===== src/rtl/riscv_mem_pkg.sv =====
// riscv_mem_pkg: shared tag type and sizing constants for the unified memory port
package riscv_mem_pkg;
  typedef enum logic [1:0] {TAG_NONE, TAG_I, TAG_D} mem_tag_t;
  localparam int MEM_AW = 32;
  localparam int MEM_DW = 32;
  localparam int MEM_RD_LAT_MAX = 4;
endpackage


===== src/rtl/mem_tag_pipe.sv =====
// mem_tag_pipe: RD_LAT-deep shift register tracking who owns each in-flight memory access
module mem_tag_pipe
  import riscv_mem_pkg::*;
#(
  parameter int RD_LAT = 1
) (
  input  logic     clk,
  input  logic     reset,
  input  mem_tag_t tag_in,
  output mem_tag_t tag_out
);
  mem_tag_t stage_q [RD_LAT];
  mem_tag_t stage_d [RD_LAT];
  // shift the new tag in at the head, every older tag moves one stage closer to the output
  always_comb begin
    stage_d[0] = tag_in;
    for (int k = 1; k < RD_LAT; k++) stage_d[k] = stage_q[k-1];
  end
  // reset discards every in-flight tag so no response can follow it
  always_ff @(posedge clk) begin
    for (int k = 0; k < RD_LAT; k++) stage_q[k] <= reset ? TAG_NONE : stage_d[k];
  end
  assign tag_out = stage_q[RD_LAT-1];
endmodule


===== src/rtl/mem_port_arbiter.sv =====
// mem_port_arbiter: shares one pipelined block RAM between fetch (I) and memory-access (D) stages
module mem_port_arbiter
  import riscv_mem_pkg::*;
#(
  parameter int AW         = MEM_AW,
  parameter int DW         = MEM_DW,
  parameter int RD_LAT     = 1,
  parameter int MAX_STARVE = 3
) (
  input  logic            clk,
  input  logic            reset,
  input  logic            i_req,
  input  logic [AW-1:0]   i_addr,
  output logic            i_gnt,
  output logic            i_rvalid,
  output logic [DW-1:0]   i_rdata,
  input  logic            d_req,
  input  logic            d_we,
  input  logic [DW/8-1:0] d_be,
  input  logic [AW-1:0]   d_addr,
  input  logic [DW-1:0]   d_wdata,
  output logic            d_gnt,
  output logic            d_rvalid,
  output logic [DW-1:0]   d_rdata,
  output logic            mem_en,
  output logic [DW/8-1:0] mem_we,
  output logic [AW-1:0]   mem_addr,
  output logic [DW-1:0]   mem_wdata,
  input  logic [DW-1:0]   mem_rdata,
  output logic            stall_f
);
  localparam logic [3:0] MAX_S = 4'(MAX_STARVE);
  logic [3:0]    starve_q, starve_d;
  logic [DW-1:0] i_rdata_q, i_rdata_d, d_rdata_q, d_rdata_d;
  mem_tag_t      tag_in, tag_out;
  // D wins unless fetch has been starved MAX_STARVE cycles in a row; nothing is granted in reset
  always_comb begin
    d_gnt    = ~reset & d_req & (~i_req | (starve_q < MAX_S));
    i_gnt    = ~reset & i_req & ~d_gnt;
    stall_f  = i_req & ~i_gnt;
    starve_d = (~i_req | i_gnt) ? 4'd0 : (starve_q == MAX_S) ? MAX_S : starve_q + 4'd1;
  end
  // drive the RAM from whichever side is granted and tag the access for its response
  always_comb begin
    mem_en    = i_gnt | d_gnt;
    mem_addr  = d_gnt ? d_addr : i_addr;
    mem_we    = (d_gnt & d_we) ? d_be : '0;
    mem_wdata = d_wdata;
    tag_in    = i_gnt ? TAG_I : (d_gnt & ~d_we) ? TAG_D : TAG_NONE;
  end
  mem_tag_pipe #(.RD_LAT(RD_LAT)) u_tag_pipe (
    .clk    (clk),
    .reset  (reset),
    .tag_in (tag_in),
    .tag_out(tag_out)
  );
  // returning word goes straight to its owner in the cycle it arrives and is held afterwards
  always_comb begin
    i_rvalid  = ~reset & (tag_out == TAG_I);
    d_rvalid  = ~reset & (tag_out == TAG_D);
    i_rdata   = reset ? '0 : i_rvalid ? mem_rdata : i_rdata_q;
    d_rdata   = reset ? '0 : d_rvalid ? mem_rdata : d_rdata_q;
    i_rdata_d = i_rdata;
    d_rdata_d = d_rdata;
  end
  // starvation counter and held response words
  always_ff @(posedge clk) begin
    if (reset) begin
      starve_q  <= '0;
      i_rdata_q <= '0;
      d_rdata_q <= '0;
    end else begin
      starve_q  <= starve_d;
      i_rdata_q <= i_rdata_d;
      d_rdata_q <= d_rdata_d;
    end
  end
endmodule


===== config.mk =====
export PLATFORM = sky130hd
export DESIGN_NAME = mem_port_arbiter
export DESIGN_NICKNAME = d
export VERILOG_FILES = /design/src/rtl/riscv_mem_pkg.sv /design/src/rtl/mem_tag_pipe.sv /design/src/rtl/mem_port_arbiter.sv
export SDC_FILE = /design/constraint.sdc
export NUM_CORES = 1
export LEC_CHECK = 0
export ABC_AREA = 1
export CAP_MARGIN = 30
export CORE_MARGIN = 5
export CORE_UTILIZATION = 35
export CTS_BUF_LIST = sky130_fd_sc_hd__clkbuf_4 sky130_fd_sc_hd__clkbuf_8
export DETAILED_ROUTE_END_ITERATION = 6
export PLACE_DENSITY = 0.89
export SLEW_MARGIN = 20
export SYNTH_ARGS = -nofsm -noshare
export SYNTH_HDL_FRONTEND = slang
export SYNTH_SLANG_ARGS = --single-unit

===== constraint.sdc =====
create_clock -name clk -period 1.65 [get_ports clk]
set_input_delay 0.495 -clock clk [delete_from_list [all_inputs] [get_ports clk]]
set_output_delay 0.495 -clock clk [all_outputs]
set_load 0.01 [all_outputs]

==> impl_metrics.json <==
{
  "status": "finished with violations",
  "violations": "negative setup slack",
  "core_area_sq_um": 10100,
  "synthMostInstantiatedCell": "a21oi_1",
  "synthTopCellsByArea": "dfxtp_1 (39%), a21oi_1 (13%), buf_4 (7.5%), nand2_1 (7.5%), nor2_1 (6.6%)",
  "postSynthCellCount": 509,
  "slew_viol_final": 0,
  "cts_root_buf": "clkbuf_8",
  "layout_setup_ws_ns": -0.602,
  "leakage_nw": 3.90,
  "gp_congestion": 0.833,
  "ys.flop_type": "dfxtp_1",
  "worstPathArrival_ns": 1.76,
  "grt_max_degree": 28,
  "grt-ovfl-total": 0,
  "power_frac_seq_pct": 35.6,
  "p_sw_share_pct": 31.9,
  "critPathSlowestCell": "dfxtp_4",
  "cts_buffers": 9,
  "die_y_microns": 111,
  "yosysUniqueCellTypes": 23,
  "max_clock_freq_mhz": 444,
  "cp_num_buf_inv": 4,
  "num_rows": 37,
  "grt_pass1_wl_microns": 28200,
  "holdBufCountCts": 0,
  "die_x_microns": 111,
  "synth-edff-count": 0,
  "finalHoldViolCount": 0,
  "synth_top_cell_by_area": "dfxtp_1",
  "ys_seq_area_share_pct": 39.1,
  "detail_route.wl_per_cell_microns": 22.2,
  "dp_hpwl_microns": 9810,
  "final_cells": 991,
  "pwr-share-clk_pct": 27.7,
  "diodes": 0,
  "required_ns": 1.15,
  "cp_top_family": "buffers and inverters",
  "viasPerCell": 5.43,
  "synthToLayoutAreaGrowth_pct": 136,
  "multi_input_area_sq_um": 2700,
  "endpoint_kind": "output port",
  "track_usage_pct": 28.2,
  "port_buffers": 210,
  "clock_latency_ns": 0.35,
  "placedCellCount": 890,
  "first_pass_iters": 6,
  "crit_top_cell": "buf_6",
  "yosys_warnings": 0,
  "drcViolationCount": 0,
  "cp-start-kind": "register",
  "path_class": "reg2out",
  "htree_levels": 3,
  "clkSinkCount": 70,
  "cp_slowest_stage_delay_ns": 0.38,
  "synth_common_cells": "a21oi_1 (91), nand2_1 (72), dfxtp_1 (70), nor2_1 (63), buf_4 (36)",
  "hold_class": "reg2reg",
  "grt_pass1_vias": 5524,
  "clock_path_buffers": 2,
  "crit_path_max_fanout": 5,
  "antenna_left": 0,
  "n_fill_cell": 499,
  "cp_cell_sequence": "nor2_4, buf_6, buf_16, buf_6, o21ai_4, a21oi_2, buf_2",
  "drtIter0Drc": 331,
  "final_cell_area_sq_um": 8480,
  "synth.avg_cell_area_sq_um": 7.05,
  "maxCapViolCount": 0,
  "yosysTopAreaCellShare_pct": 39.1,
  "drive_above_1_share_pct": 59.1,
  "synth_area_sq_um": 3590,
  "power_density_nw_per_um2": 611,
  "clk_pin_slew_ns": 0.08,
  "pwr-share-comb_pct": 36.8,
  "final_nets": 989,
  "vdd_ir_drop_max_v": 0.000413,
  "placed_cell_area_sq_um": 6210,
  "wirelength_microns": 22000,
  "fin_crit_sh_pct": 136,
  "seq_area_sq_um": 1410,
  "initial_core_util_pct": 35.4,
  "cts_tree": "built",
  "antenna_found_initial": 0,
  "ios": 275,
  "rsz0062_at_grt": "true",
  "num_vias": 5382,
  "power.total_mw": 5.18,
  "ys_ff_latch": 70,
  "internal_power_mw": 3.53,
  "switching_power_mw": 1.66,
  "min_period_ns": 2.25,
  "async_reset_ff_share_pct": 0,
  "finalClockSkew_ns": 0.0100,
  "setup_viol": 106,
  "die_area_sq_um": 12400
}
==> power by group through the flow <==
| stage | logic [mW] | registers [mW] | clock network (mW) |
|---|---|---|---|
| final | 1.90 | 1.84 | 1.43 |
| after CTS | 1.55 | 1.81 | 1.41 |
| after detailed placement | 1.25 | 1.84 | 0 |
| after global routing | 1.98 | 1.85 | 1.50 |
| after global placement | 1.23 | 1.83 | 0 |
| after floorplan | 0.530 | 1.83 | 0 |
==> through the flow <==
step | utilization [%] | TNS (ns) | hold slack [ns] | setup slack [ns]
6_report | 83.6 | -48.24 | 0.501 | -0.602
2_1_floorplan | - | 0 | 0.449 | 0.00915
4_1_cts | 73.7 | -44.87 | 0.478 | -0.524
3_5_place_dp | 61.3 | -144.42 | 0.469 | -1.31
3_3_place_gp | 61.3 | -133.36 | 0.455 | -1.24
5_1_grt | 83.6 | -54.86 | 0.509 | -0.632
==> what timing repair did <==
item	in CTS	in global routing
setup buffers	50	38
pin swaps	45	55
gates resized for setup	647	217
cloned	18	6
endpoints found under the setup margin	128	108
==> tightest hold or removal path: cells and delay by family (launching register included) <==
kind            cells  cell delay, ns
flops               1            0.31
simple gates        1            0.08
compound gates      1            0.07
==> layout by cell type, fill, tap and decap left out, drive strengths merged, types with 2 or more instances in the layout <==
cell type        n
buf            284
clkdlybuf4s50   99
nand3           34
nor2            74
o21ai           61
nand2           75
inv             35
a21oi           91
clkbuf          16
bufinv           2
clkinv           4
dlygate4sd2      3
conb             2
dfxtp           70
==> per-layer routing <==
metal,wire length (microns),vias to the layer above,part of all wire [%],global-route usage (%)
met5,0,-,0,0
met4,1390,0,6.3,14.6
met3,1730,123,7.9,9.06
met2,11700,364,53,54.4
met1,7170,2578,33,25.9
li1,-,2317,-,-
==> final cells by class <==
| class | instances | share of cell area (%) |
|---|---|---|
| multi-input cells | 339 | 31.8 |
| repair buffers | 393 | 44.5 |
| well taps | 136 | 2.01 |
| repair inverters | 3 | 0.399 |
| clock buffers | 11 | 1.71 |
| flip-flops and latches | 70 | 16.6 |
| clock inverters | 4 | 0.561 |
| inverters | 35 | 2.30 |
==> final timing paths <==
path                                            start                        to  slack [ns]  cells after the start
setup / recovery  u_tag_pipe.stage_q[0][0]$_SDFF_PP0_               d_rdata[14]       -0.60                      7
hold / removal               i_rdata_q[29]$_SDFF_PP0_  i_rdata_q[29]$_SDFF_PP0_        0.50                      2
setup reg to reg  u_tag_pipe.stage_q[0][1]$_SDFF_PP0_  i_rdata_q[19]$_SDFF_PP0_        0.12                     10
hold reg to reg              i_rdata_q[29]$_SDFF_PP0_  i_rdata_q[29]$_SDFF_PP0_        0.50                      2
==> kinds of logic after synthesis <==
kind of cell | Yosys count | synth area share [%]
and+or+nand+nor | 184 | 21.7
AOI/OAI and AO/OA | 152 | 21.9
buffers and inverters | 101 | 16.8
DFF | 70 | 39.1
adders and majority gates | 1 | 0.349
other | 1 | 0.105
==> flip-flops by register name, indices dropped and copies added, names as in the netlist <==
register	flops
d_rdata_q	32
i_rdata_q	32
u_tag_pipe.stage_q	2
starve_q	4
(Power assumes the default switching activity.)
